File: src/rtl/counter_seq_pkg.sv
// Shared types and constants for the counter sequencer: FSM states, command
// opcodes and the default datapath width.
package counter_seq_pkg;

    localparam int unsigned DEFAULT_WIDTH = 4;

    typedef enum logic [1:0] {
        StIdle,
        StLoad,
        StRun,
        StPaused
    } state_e;

    localparam logic [1:0] OP_NOP   = 2'b00;
    localparam logic [1:0] OP_START = 2'b01;
    localparam logic [1:0] OP_STOP  = 2'b10;
    localparam logic [1:0] OP_PAUSE = 2'b11;

endpackage

File: src/rtl/counter_core.sv
// Loadable down-counter; load has priority over decrement and the value
// saturates at zero.
module counter_core
    import counter_seq_pkg::*;
#(
    parameter int unsigned WIDTH = DEFAULT_WIDTH
) (
    input  logic             i_clock,
    input  logic             i_reset,
    input  logic             i_load,
    input  logic [WIDTH-1:0] i_load_value,
    input  logic             i_dec_en,
    output logic [WIDTH-1:0] o_count
);

    localparam logic [WIDTH-1:0] ONE = WIDTH'(1);

    logic [WIDTH-1:0] r_count;

    always_ff @(posedge i_clock or posedge i_reset) begin
        if (i_reset) begin
            r_count <= '0;
        end else if (i_load) begin
            r_count <= i_load_value;
        end else if (i_dec_en && (r_count != '0)) begin
            r_count <= r_count - ONE;
        end
    end

    assign o_count = r_count;

endmodule

File: src/rtl/counter_seq_ctrl.sv
// Command-driven sequencer: START/STOP/PAUSE handshake, prescaled stepping of
// counter_core, delayed one-cycle done pulse and optional auto-reload.
module counter_seq_ctrl
    import counter_seq_pkg::*;
#(
    parameter int unsigned WIDTH = DEFAULT_WIDTH,
    parameter int unsigned DIV   = 2
) (
    input  logic             i_clock,
    input  logic             i_reset,
    input  logic             i_cmd_valid,
    output logic             o_cmd_ready,
    input  logic [1:0]       i_cmd_op,
    input  logic [WIDTH-1:0] i_cmd_load,
    input  logic             i_cmd_autoreload,
    output logic [WIDTH-1:0] o_count,
    output logic             o_busy,
    output logic             o_paused,
    output logic             o_done
);

    localparam int unsigned PW = (DIV > 1) ? $clog2(DIV) : 1;
    localparam logic [PW-1:0] PS_LAST = PW'(DIV - 1);

    state_e           r_state;
    logic [WIDTH-1:0] r_reload;
    logic             r_autoreload;
    logic [PW-1:0]    r_presc;
    logic             r_done_pend;
    logic             r_done;

    logic             w_accept;
    logic             w_start;
    logic             w_stop;
    logic             w_pause;
    logic             w_step;
    logic             w_run_step;
    logic             w_one;
    logic             w_core_load;
    logic [WIDTH-1:0] w_core_value;
    logic             w_dec_en;

    assign o_cmd_ready = (r_state != StLoad);
    assign o_busy      = (r_state != StIdle);
    assign o_paused    = (r_state == StPaused);
    assign o_done      = r_done;

    assign w_accept   = i_cmd_valid && o_cmd_ready;
    assign w_start    = w_accept && (i_cmd_op == OP_START);
    assign w_stop     = w_accept && (i_cmd_op == OP_STOP);
    assign w_pause    = w_accept && (i_cmd_op == OP_PAUSE);
    assign w_step     = (r_state == StRun) && (r_presc == PS_LAST);
    // Any real command in the step cycle overrides the step.
    assign w_run_step = w_step && !(w_start || w_stop || w_pause);
    assign w_one      = (o_count == WIDTH'(1));

    // START preloads so the new value is already visible during LOAD.
    assign w_core_load  = w_start || (r_state == StLoad) ||
                          (w_run_step && w_one && r_autoreload);
    assign w_core_value = w_start ? i_cmd_load : r_reload;
    assign w_dec_en     = w_run_step && !(w_one && r_autoreload);

    counter_core #(
        .WIDTH(WIDTH)
    ) u_core (
        .i_clock     (i_clock),
        .i_reset     (i_reset),
        .i_load      (w_core_load),
        .i_load_value(w_core_value),
        .i_dec_en    (w_dec_en),
        .o_count     (o_count)
    );

    always_ff @(posedge i_clock or posedge i_reset) begin
        if (i_reset) begin
            r_state      <= StIdle;
            r_reload     <= '0;
            r_autoreload <= 1'b0;
            r_presc      <= '0;
            r_done_pend  <= 1'b0;
            r_done       <= 1'b0;
        end else begin
            r_done      <= r_done_pend;
            r_done_pend <= 1'b0;
            unique case (r_state)
                StIdle: begin
                    if (w_start) begin
                        r_reload     <= i_cmd_load;
                        r_autoreload <= i_cmd_autoreload;
                        r_state      <= StLoad;
                    end
                end
                StLoad: begin
                    r_presc <= '0;
                    if (r_reload == '0) begin
                        r_done_pend <= !r_done_pend;
                        r_state     <= StIdle;
                    end else begin
                        r_state <= StRun;
                    end
                end
                StRun: begin
                    if (w_start) begin
                        r_reload     <= i_cmd_load;
                        r_autoreload <= i_cmd_autoreload;
                        r_state      <= StLoad;
                    end else if (w_stop) begin
                        r_state <= StIdle;
                    end else if (w_pause) begin
                        r_state <= StPaused;
                    end else if (w_step) begin
                        r_presc <= '0;
                        if (w_one) begin
                            r_done_pend <= !r_done_pend;
                            if (!r_autoreload) begin
                                r_state <= StIdle;
                            end
                        end
                    end else begin
                        r_presc <= r_presc + PW'(1);
                    end
                end
                StPaused: begin
                    if (w_start) begin
                        r_reload     <= i_cmd_load;
                        r_autoreload <= i_cmd_autoreload;
                        r_state      <= StLoad;
                    end else if (w_stop) begin
                        r_state <= StIdle;
                    end else if (w_pause) begin
                        r_state <= StRun;
                    end
                end
                default: r_state <= StIdle;
            endcase
        end
    end

endmodule

File: config.mk
export PLATFORM = sky130hd
export DESIGN_NAME = counter_seq_ctrl
export DESIGN_NICKNAME = d
export VERILOG_FILES = /design/src/rtl/counter_seq_pkg.sv /design/src/rtl/counter_core.sv /design/src/rtl/counter_seq_ctrl.sv
export SDC_FILE = /design/constraint.sdc
export NUM_CORES = 1
export LEC_CHECK = 0
export CAP_MARGIN = 20
export CORE_UTILIZATION = 45
export DETAILED_ROUTE_END_ITERATION = 6
export GPL_ROUTABILITY_DRIVEN = 0
export PLACE_DENSITY = 0.71
export REMOVE_ABC_BUFFERS = 1
export SYNTH_ARGS = -nofsm -noshare
export SYNTH_HDL_FRONTEND = slang
export SYNTH_HIERARCHICAL = 1
export SYNTH_SLANG_ARGS = --single-unit
File: constraint.sdc
create_clock -name i_clock -period 5.8 [get_ports i_clock]
set_input_delay 0.87 -clock i_clock [delete_from_list [all_inputs] [get_ports i_clock]]
set_output_delay 0.87 -clock i_clock [all_outputs]
set_load 0.01 [all_outputs]
# Word level (Yosys, flattened, before mapping)
# Cells that the tools add are included.
# word_totals
ff_bits	14
# classes
muxes	27
n_eq_ne	16
reduce_logical	28
addsub	2
# op_table
operator	n
2-to-1 mux 2 bit	11
inequality test 5 bit (second input constant)	3
2-to-1 mux 4 bit	3
logical AND 1 bit	11
2-to-1 mux 1 bit	10
== test 2 bit (second input constant)	4
inequality test 2 bit (second input constant)	4
case mux 2 bit (4 select lines)	1
nonzero test 2 bit	3
AND reduction 5 bit	1
== test 2 x 1 -> 1 bit (second input constant)	2
== test 4 x 1 -> 1 bit (second input constant)	1
logical NOT 4 bit	1
logical OR 1 bit	4
inequality test 4 x 1 -> 1 bit (second input constant)	1
case mux 1 bit (2 select lines)	2
AND reduction 4 bit	1
nonzero test 4 bit	1
subtractor 4 x 1 -> 4 bit (second input constant)	1
logical NOT 1 bit	3
OR reduction 3 bit	1
logical NOT 2 bit	1
inequality test 2 x 1 -> 1 bit (second input constant)	1
AND reduction 2 bit	1
adder 1 bit (second input constant)	1

# Logic depth before layout (Yosys ltp)
# Gate-level depths: netlist of the first run.
# logic_depth
word_depth	11
depth_mapped	9

# Cells and area by module
# The synthesis of the first run kept the hierarchy.
# by_module_without_submodules
mod	seq_area_each_um2	area_each_um2	cells_per_inst	instances
counter_seq_ctrl	250.2	681.9	64	1
counter_core	100.1	249.0	28	1

# Least setup slack after synthesis of the first run
# No wires, ideal clock.
# synth_timing
path_type	in2reg
startpoint	input i_cmd_valid
endpoint	register u_core.r_count[3] (netlist: u_core/o_count[3])
stages	6
arrival_ns	2.216
required_time_ns	5.674
slack_ns	3.458
cell_sequence	nor2b_1 > o21ai_1 > nand3_1 > o21ai_0 > nor3_1 > a221o_1
# synth_between
elab_chain_len	10
# synth_lines
element	line_no	source
start, declared	counter_seq_ctrl.sv:11	input logic i_cmd_valid,
logical AND 1 bit (*)	counter_seq_ctrl.sv:48	assign w_accept = i_cmd_valid && o_cmd_ready;
logical AND 1 bit (on tied branches)	counter_seq_ctrl.sv:49, counter_seq_ctrl.sv:50	
logical OR 1 bit (2 in series)	counter_seq_ctrl.sv:54	assign w_run_step = w_step && !(w_start || w_stop || w_pause);
logical NOT 1 bit	counter_seq_ctrl.sv:54	
logical AND 1 bit	counter_seq_ctrl.sv:54	
logical AND 1 bit (2 in series)	counter_seq_ctrl.sv:59	(w_run_step && w_one && r_autoreload);
logical OR 1 bit (*)	counter_seq_ctrl.sv:58	assign w_core_load = w_start || (r_state == StLoad) ||
via w_core_load	counter_seq_ctrl.sv:39	logic w_core_load;
2-to-1 mux 4 bit or nonzero test 2 bit (tied branches)	n/a	
end signal, assigned	counter_core.sv:24	r_count <= i_load_value;
end signal, assigned	counter_core.sv:26	r_count <= r_count - ONE;
end, declared	counter_core.sv:18	logic [WIDTH-1:0] r_count;
# Mark *: on every way through the listed nets, which the timed path passes. The rest lies on a longest branch.
# A chain may end at the register's enable or synchronous reset.

# Worst setup path after layout of the first run
# layout_timing
startpoint	input i_cmd_op[0]
endpoint	register u_core.r_count[3] (netlist: u_core/o_count[3])
# layout_between
elab_chain_len	10
# layout_lines
element	line_no	source
start, declared	counter_seq_ctrl.sv:13	input logic [1:0] i_cmd_op,
== test 2 x 1 -> 1 bit or == test 2 bit (tied branches)	counter_seq_ctrl.sv:49, counter_seq_ctrl.sv:50	
logical AND 1 bit (on tied branches)	counter_seq_ctrl.sv:49, counter_seq_ctrl.sv:50	
logical OR 1 bit (2 in series)	counter_seq_ctrl.sv:54	
logical NOT 1 bit	counter_seq_ctrl.sv:54	
logical AND 1 bit	counter_seq_ctrl.sv:54	
logical AND 1 bit (2 in series)	counter_seq_ctrl.sv:59	
logical OR 1 bit (*)	counter_seq_ctrl.sv:58	
via w_core_load	counter_seq_ctrl.sv:39	
2-to-1 mux 4 bit or nonzero test 2 bit (tied branches)	n/a	
# Marks and branches as above.

==> summary.md, run 1 <==
| Metric | Value |
|---|---|
| Status | complete, no violations |
| CP startpoint kind | primary input |
| Switching Fraction | 0.403 |
| Worst Path Required | 5960 ps |
| Yosys top cell area share | 0.376 |
| Number of synthesized flops with an enable pin | 0 |
| Core area | 1960 um2 |
| Leakage power | 0.491 nW |
| Post-DP Area | 1130 um2 |
| Switch Pwr | 0.000220 W |
| H-tree depth | 1 |
| Drt drc | 0 |
| Flop-to-flop setup slack | 3260 ps |
| Worst IR Drop VDD | 239 uV |
| Worst-Margin Slew | 718 ps |
| Hold-fix buffers, CTS | 0 |
| WL/cell | 12.9 um |
| Mean post-synth cell area | 10.1 um2 |
| CP Cell Sequence | clkdlybuf4s50_1 > o21ai_1 > nand3_1 > o21ai_0 > nor3_1 > a221o_1 |
| Pwr dens | 474 nW/um2 |
| Area contributors post-synth | dfrtp_1, mux2_2, ha_1 |
| Initial Utilization | 0.474 |
| RSZ-0062 raised after global routing | false |
| Grt ovf | 0 |
| Slew margin rel. | 0.517 |
| Min-Delay Path Depth | 0 |
| Dpl hpwl | 1350 um |
| Skew final | 0.213 ps |
| Largest net degree at the start of global routing | 13 |
| Synth cell types | 34 |
| Met1 Wirelength | 878 um |
| Setup Crit Path Kind | in -> reg |
| Maximum fanout along the worst path | 8 |
| Post-route worst setup slack | 2960 ps |
| Register area | 350 um2 |
| Routed Antenna Nets | 0 |
| Worst EP arrival | 3010 ps |
| Clock power frac | 0.097 |
| Sequential power share | 0.355 |
| Fraction of registers with async set/reset | 1.00 |
| Most common library cells after synthesis | dfrtp_1, inv_1, mux2_2 |
| Die Width | 47.5 um |
| Yosys top cell by area | dfrtp_1 |
| First-pass GRT wire length | 2780 um |
| Area of the multi-input gates | 534 um2 |
| CP max stage delay | 620 ps |
| CTS Buf Count | 3 |
| DR iter-0 viols | 9 |
| Met3 wire len | 113 um |
| Worst min-delay path class | reg -> reg |
| Total track usage | 0.182 |
| R2R cell count | 8 |
| Hold Crit Start | r_done_pend$_DFF_PP0_ |
| Pint | 0.000326 W |
| Final setup fails | 0 |
| Fmax | 352 MHz |
| Routed vias | 739 |
| Clock tree buffer depth | 2 |
| Share of cells above drive strength 1 | 0.171 |
| #FFs+latches synth | 14 |
| DP Worst Slack | 2710 ps |
| Ys flop type | dfrtp_1 |
| Cell Area, Synth | 931 um2 |
| RR Endpoint | u_core/o_count[3]$_DFFE_PP0P_ |
| Critical-path top delay cell | o21ai_0 |
| Initial antenna violation count | 0 |
| Reg-to-reg startpoint | r_state[1]$_DFFE_PP0P_ |
| Setup TNS | 0 ps |
| Sequential cell area fraction in the yosys report | 0.376 |
| Met2 WL | 794 um |
| Final Hold Vio Count | 0 |
| Area grow syn2layout | 23.8% |
| I/O pin count | 18 |
| MaxCap Viol Count | 0 |
| Layout net count | 129 |
| Final Cycle Share | 0.490 |
| Combinational group share of total power | 0.548 |
| Count leader, synth | dfrtp_1 |
| CP Capture Type | register |
| Die Footprint | 2250 um2 |
| 1st-pass router iterations | 4 |
| Chip height | 47.5 um |
| Clock-pin slew on the worst setup and hold paths | 80 ps |
| Final Cell Area | 1150 um2 |
| Final WL | 1790 um |
| Row cnt | 16 |
| Hold EP | o_done$_DFF_PP0_ |
| Fillers | 190 |
| Number of vias per cell | 5.36 |
| Final worst path period need | 2840 ps |
| Postcts setup bufs | 0 |
| Final Max Slew Viols | 0 |
| Yosys Warn Count | 6 |
| IO Port Bufs | 17 |
| Cells after Synth | 92 |
| Later-pin clock latency in the skew report | 270 ps |
| Vias in the first global route | 607 |
| CTS tree | built |
| Antenna cells | 0 |
| Resize count post-CTS | 0 |
| CTS Sinks | 14 |
| Top sig layer | met3 |
| CTS Root Buffer Type | clkbuf_4 |
[worst max-delay path, delay by kind of cell]
kind / cells / cell delay, ps
compound gates: 3 / 1370
buf+inv: 1 / 500
simple gates: 2 / 270
[flip-flops by register name (all words and copies together), names as in the netlist]
name / count
r_presc: 1
u_core/o_count: 4
r_autoreload: 1
r_state: 2
r_reload: 4
r_done_pend: 1
o_done: 1
[placed cells by master (no fill, tap or decap), types with 3 or more instances in the layout]
master / instances
clkdlybuf4s50_1: 17
dfrtp_1: 14
inv_1: 11
mux2_2: 9
nand2_1: 7
ha_1: 6
a21oi_1: 5
o21ai_0: 4
nor2_1: 4
clkbuf_4: 3
[cell type report]
class                           instances  area share
Tap cell                               27      0.0293
Timing Repair Buffer                   17       0.148
Sequential cell                        14       0.304
Inverter                               11      0.0358
Multi-Input combinational cell         66       0.464
Clock buffer                            3      0.0195
[per-layer routing]
metal,global-route usage,vias up
met4,0.0400,0
met3,0.0755,0
li1,-,369
met5,0,-
met2,0.255,26
met1,0.263,344
[cell families (layout without fill, tap and decap cells)]
family,after synthesis,after routing,synth area share
buf+inv,12,31,0.0497
mux,11,11,0.136
compound gates,19,19,0.140
simple gates,29,29,0.208
flops,14,14,0.376
xor+xnor,1,1,0.00941
fa+ha+maj,6,6,0.0806
[power by group through the flow]
stage / Combinational, W / Sequential (W) / Clock [W]
floorplan: 0.000203 / 0.000189 / 0
global placement: 0.000297 / 0.000192 / 0
detailed placement: 0.000298 / 0.000195 / 0
CTS: 0.000300 / 0.000194 / 0.0000552
global route: 0.000337 / 0.000202 / 0.0000583
finish: 0.000300 / 0.000194 / 0.0000529
[per-stage QoR]
step,power [W],instances,hold slack [ps],util
2_1_floorplan,0.000393,91,346,-
3_3_place_gp,0.000489,135,379,0.576
3_5_place_dp,0.000493,135,376,0.576
4_1_cts,0.000549,138,398,0.587
5_1_grt,0.000597,138,402,0.587
6_report,0.000546,138,398,0.587
[worst max-delay path by stage]
stage / start / end / slack, ps / cells after the start
CTS: i_cmd_op[0] / u_core/o_count[3]$_DFFE_PP0P_ / 3000 / 6
global placement: i_cmd_op[0] / u_core/o_count[3]$_DFFE_PP0P_ / 2770 / 6
global route: i_cmd_op[0] / u_core/o_count[1]$_DFFE_PP0P_ / 2790 / 7
finish: i_cmd_op[0] / u_core/o_count[3]$_DFFE_PP0P_ / 2960 / 6
floorplan: i_cmd_valid / u_core/o_count[3]$_DFFE_PP0P_ / 3460 / 6
detailed placement: i_cmd_op[0] / u_core/o_count[3]$_DFFE_PP0P_ / 2710 / 6
Note: power is estimated with default switching activity, not from simulation.
==> run 2: changes to the inputs <==
Settings changed: PLACE_DENSITY 0.71 to 0.74.
Clock period 5.8 ns to 2.3 ns, I/O delays scaled along.
==> summary.md, run 2 (same netlist as run 1, synthesis figures left out) <==
| Metric | Value |
|---|---|
| RSZ-0062 raised after global routing | false |
| First-pass GRT wire length | 2970 um (+6.7%) |
| IO Port Bufs | 17 (unchanged) |
| CTS Buf Count | 3 (unchanged) |
| Clock power frac | 0.095 (-0.002) |
| Most frequent cells in the layout | clkdlybuf4s50_1, dfrtp_1, inv_1, mux2_2, nand2_1 |
| Slew margin rel. | 0.680 (+0.164) |
| Clock tree buffer depth | 2 (unchanged) |
| Largest net degree at the start of global routing | 11 (-2) |
| Worst-Margin Slew | 475 ps (-242 ps) |
| Die Footprint | 2250 um2 (unchanged) |
| CTS Sinks | 14 (unchanged) |
| Share of cells above drive strength 1 | 0.224 (+0.0530) |
| Grt ovf | 0 (unchanged) |
| R2R cell count | 9 (+1) |
| Final setup fails | 0 (unchanged) |
| Area grow syn2layout | 28.5% |
| CP startpoint kind | register |
| Maximum fanout along the worst path | 6 (-2) |
| Final Max Slew Viols | 0 (unchanged) |
| Worst min-delay path class | in -> async |
| I/O pin count | 18 (unchanged) |
| Initial antenna violation count | 0 (unchanged) |
| Postcts setup bufs | 0 (unchanged) |
| Routed vias | 764 (+3.4%) |
| CP max stage delay | 430 ps (-190 ps) |
| Final Cycle Share | 0.920 |
| Final worst path period need | 2120 ps |
| Hold-fix buffers, CTS | 0 (unchanged) |
| Sequential power share | 0.343 (-0.012) |
| Routed Antenna Nets | 0 (unchanged) |
| WL/cell | 13.9 um (+7.5%) |
| Layout net count | 134 (+3.9%) |
| Post-layout util | 0.610 (+0.0223) |
| Fmax | 472 MHz |
| Worst Path Required | 2460 ps (-3500 ps) |
| H-tree depth | 1 (unchanged) |
| Pint | 0.000847 W (+160%) |
| Dpl hpwl | 1520 um (+12%) |
| Status | complete, no violations |
| MaxCap Viol Count | 0 (unchanged) |
| Row cnt | 16 (unchanged) |
| Vias in the first global route | 739 (+22%) |
| Total track usage | 0.193 (+0.0108) |
| Critical-path top delay cell | dfrtp_1 |
| Number of vias per cell | 5.34 (-0.23%) |
| CP Capture Type | register |
| Die Width | 47.5 um (unchanged) |
| Most common cell after layout, fill and taps aside | clkdlybuf4s50_1 |
| Leakage power | 0.516 nW (+5.1%) |
| Combinational group share of total power | 0.561 (+0.013) |
| Drt drc | 0 (unchanged) |
| DR iter-0 viols | 20 (+11) |
| Switch Pwr | 0.000576 W (+160%) |
| Initial Utilization | 0.474 (unchanged) |
| Worst EP arrival | 2270 ps (-740 ps) |
| Later-pin clock latency in the skew report | 270 ps (about the same) |
| Skew final | 5.08 ps (+4.86 ps) |
| Setup Crit Path Kind | reg -> reg |
| Pwr dens | 1190 nW/um2 (+150%) |
| CTS Root Buffer Type | clkbuf_4 |
| Worst IR Drop VDD | 678 uV (+180%) |
| Final Hold Vio Count | 0 (unchanged) |
| Final WL | 1990 um (+11%) |
| CP Cell Sequence | inv_1 > ha_1 > nor2b_2 > o21ai_1 > nand3_1 > a21oi_2 > nor4b_2 > nor3b_1 > a221o_1 |
| Antenna cells | 0 (unchanged) |
| CTS tree | built |
| Resize count post-CTS | 0 (unchanged) |
| Switching Fraction | 0.405 (+0.00154) |
| Core area | 1960 um2 (unchanged) |
| 1st-pass router iterations | 4 (unchanged) |
| Setup TNS | 0 ps (unchanged) |
| Chip height | 47.5 um (unchanged) |
| Clock-pin slew on the worst setup and hold paths | 80 ps (about the same) |
## run 2: power groups by stage
stage               clock network, W  registers, W  logic (W)
global route                0.000150      0.000508   0.000876
floorplan                          0      0.000478   0.000512
global placement                   0      0.000484   0.000770
CTS                         0.000142      0.000487   0.000791
finish                      0.000135      0.000488   0.000799
detailed placement                 0      0.000492   0.000785
## run 2: critical path, delay by kind of cell (launching register included)
family | cells | cell delay, ps
AO/OA/AOI/OAI | 3 | 590
adder cells (fa/ha/maj) | 1 | 280
AND/OR/NAND/NOR | 4 | 580
buffers and inverters | 1 | 120
flip-flops | 1 | 430
## run 2: stage by stage
| stage | hold slack, ps | instance area (um2) | setup slack, ps | power (W) | std cells |
|---|---|---|---|---|---|
| detailed placement | 359 | 1170 | 34.6 | 0.00128 | 140 |
| finish | 282 | 1200 | 184 | 0.00142 | 143 |
| global route | 302 | 1200 | 17.9 | 0.00153 | 143 |
| floorplan | 111 | 926 | 180 | 0.000990 | 91 |
| CTS | 278 | 1190 | 106 | 0.00142 | 143 |
| global placement | 355 | 1170 | 94.6 | 0.00125 | 140 |
## run 2: per-layer routing
metal  GRT usage  share of wire
met3      0.0226          0.025
met4      0.0914         0.0065
met5           0              0
met1       0.257           0.50
met2       0.312           0.47
## run 2: final timing paths
check,slack (ps),endpoint,from
setup / recovery,180,u_core/o_count[3]$_DFFE_PP0P_,r_state[1]$_DFFE_PP0P_
hold / removal,280,u_core/o_count[0]$_DFFE_PP0P_,i_reset
setup reg to reg,180,u_core/o_count[3]$_DFFE_PP0P_,r_state[1]$_DFFE_PP0P_
hold reg to reg,380,o_done$_DFF_PP0_,r_done_pend$_DFF_PP0_
max in group asynchronous,1630,r_autoreload$_DFFE_PP0P_,i_reset
min in group i_clock,380,o_done$_DFF_PP0_,r_done_pend$_DFF_PP0_
## run 2: layout make-up
class / instances / area [um2]
inverter: 11 / 41.3
multi-input combinational: 66 / 541
tap: 27 / 33.8
timing repair buffer: 22 / 208
sequential: 14 / 350
clock buffer: 3 / 22.5
fill: 181 / 766
==> run 3: changes to the inputs <==
Clock period 2.3 ns to 1.9 ns, I/O delays scaled along.
==> summary.md, run 3 (same netlist as run 1, synthesis figures left out) <==
| Metric | Value |
|---|---|
| CP Buf/Inv Count | 1 (unchanged) |
| CTS Sinks | 14 (unchanged) |
| Dpl hpwl | 1620 um (+6.3%) |
| Worst-Margin Slew | 435 ps (-40.3 ps) |
| Setup Crit Path Kind | reg -> reg |
| CP max stage delay | 530 ps (+100 ps) |
| Routed vias | 869 (+14%) |
| Final setup fails | 0 (unchanged) |
| Die Width | 47.5 um (unchanged) |
| Later-pin clock latency in the skew report | 280 ps (about the same) |
| CP Cell Sequence | inv_1 > ha_2 > and4bb_2 > nor2_2 > o21ai_4 > or4_1 > nand3_1 |
| Hold_ws | 207 ps (-75.1 ps) |
| Final Hold Vio Count | 0 (unchanged) |
| CP startpoint kind | register |
| H-tree depth | 1 (unchanged) |
| Final Cycle Share | 0.993 (+0.0732) |
| Share of cells above drive strength 1 | 0.368 (+0.144) |
| Final Max Slew Viols | 0 (unchanged) |
| Worst Path Required | 2120 ps (-340 ps) |
| Clock-pin slew on the worst setup and hold paths | 90 ps (about the same) |
| Skew final | 1.30 ps (-3.78 ps) |
| Levels on crit path | 7 (-2) |
| Slew margin rel. | 0.707 (+0.0271) |
| Worst min-delay path class | in -> async |
| MaxCap Viol Count | 0 (unchanged) |
| CTS Root Buffer Type | clkbuf_4 |
| Flop-to-flop setup slack | 10 ps (-170 ps) |
| Overall power | 0.00203 W (+42%) |
| Grt ovf | 0 (unchanged) |
| Chip height | 47.5 um (unchanged) |
| Setup crit start | r_state[1]$_DFFE_PP0P_ |
| Initial Utilization | 0.474 (unchanged) |
| Largest net degree at the start of global routing | 11 (unchanged) |
| Most common cell after layout, fill and taps aside | buf_4 |
| First-pass GRT wire length | 3390 um (+14%) |
| Hold-fix buffers, CTS | 0 (unchanged) |
| Most frequent cells in the layout | buf_4, clkdlybuf4s50_1, dfrtp_1, inv_1, mux2_2 |
| Status | complete, no violations |
| Area grow syn2layout | 46.0% |
| Leakage power | 0.621 nW (+20%) |
| Final WL | 2380 um (+20%) |
| Die Footprint | 2250 um2 (unchanged) |
| Pwr dens | 1490 nW/um2 (+25%) |
| Crit path to | u_core/o_count[1]$_DFFE_PP0P_ |
| 1st-pass router iterations | 4 (unchanged) |
| Setup TNS | 0 ps (unchanged) |
| Register area | 350 um2 (unchanged) |
| Clock tree buffer depth | 2 (unchanged) |
| Final Cell Area | 1360 um2 (+14%) |
| RSZ-0062 raised after global routing | true |
| Post-DP Area | 1280 um2 (+9.6%) |
| CTS Buf Count | 3 (unchanged) |
| I/O pin count | 18 (unchanged) |
| Vias in the first global route | 799 (+8.1%) |
| Fillers | 157 (-13%) |
| CP Capture Type | register |
| Total track usage | 0.219 (+0.0264) |
| Maximum fanout along the worst path | 6 (unchanged) |
| Critical-path top delay cell | or4_1 |
| CP top delay family | simple AND/OR/NAND/NOR gates |
| IO Port Bufs | 17 (unchanged) |
| Area of the multi-input gates | 569 um2 (+5.3%) |
| DR iter-0 viols | 64 (+220%) |
| RR Endpoint | u_core/o_count[1]$_DFFE_PP0P_ |
| R2R cell count | 7 (-2) |
| CTS tree | built |
| Initial antenna violation count | 0 (unchanged) |
| Layout net count | 150 (+12%) |
| Core area | 1960 um2 (unchanged) |
| Routed Antenna Nets | 0 (unchanged) |
| WL/cell | 14.9 um (+7.1%) |
| Fmax | 530 MHz (+12%) |
| Post-layout util | 0.693 (+0.0829) |
| Worst EP arrival | 2110 ps (-160 ps) |
| Row cnt | 16 (unchanged) |
| Drt drc | 0 (unchanged) |
| Antenna cells | 0 (unchanged) |
| Worst IR Drop VDD | 787 uV (+16%) |
| Number of vias per cell | 5.43 (+1.7%) |
| Final worst path period need | 1890 ps (-229 ps) |
| Reg-to-reg startpoint | r_state[1]$_DFFE_PP0P_ |
-- run 3: cell count changes in the layout (fill, tap and decap cells not counted), sizes merged --
cell	delta
buf	+16
clkbuf	+1
clkdlybuf4s50	-3
dlygate4sd2	+2
dlymetal6s2s	+1
-- run 3: metal layers --
metal / GRT usage / up-vias / part of all wire
met1: 0.284 / 419 / 0.45
met4: 0.0686 / 0 / 0.010
met5: 0 / - / 0
li1: - / 409 / -
met2: 0.375 / 37 / 0.48
met3: 0.0340 / 4 / 0.059
-- run 3: timing repair --
item                       in CTS  in global routing
pin swaps                       1                  3
setup endpoints to repair       5                  6
resized for setup               7                  7
hold endpoints to repair        0                  0
buffers inserted                0                  1
-- run 3: through the flow --
| step | instances | setup slack (ps) |
|---|---|---|
| after floorplan | 91 | -220 |
| final | 160 | 12.6 |
| after detailed placement | 155 | -224 |
| after CTS | 159 | -9.16 |
| after global routing | 160 | -48.5 |
| after global placement | 155 | -175 |
-- run 3: final cells by class --
type                    instances  share of cell area
multi-input cells              66               0.419
well taps                      27              0.0249
flip-flops and latches         14               0.258
clock buffers                   4              0.0267
inverters                      11              0.0304
repair buffers                 38               0.241
-- run 3: how the worst min path moves through the flow --
stage | from | cells past startpoint | slack, ps | to
final | i_reset | 2 | 210 | u_core/o_count[0]$_DFFE_PP0P_
after global routing | i_reset | 2 | 240 | u_core/o_count[0]$_DFFE_PP0P_
after CTS | i_reset | 2 | 210 | u_core/o_count[0]$_DFFE_PP0P_
after detailed placement | r_done_pend$_DFF_PP0_ | 0 | 360 | o_done$_DFF_PP0_
after global placement | r_done_pend$_DFF_PP0_ | 0 | 350 | o_done$_DFF_PP0_
after floorplan | i_reset | 1 | 50 | u_core/o_count[0]$_DFFE_PP0P_
-- run 3: power breakdown --
part           switching (W)  internal [W]
Combinational       0.000588      0.000675
Clock               0.000103      0.000117
Sequential          0.000114      0.000430
Total               0.000805       0.00122
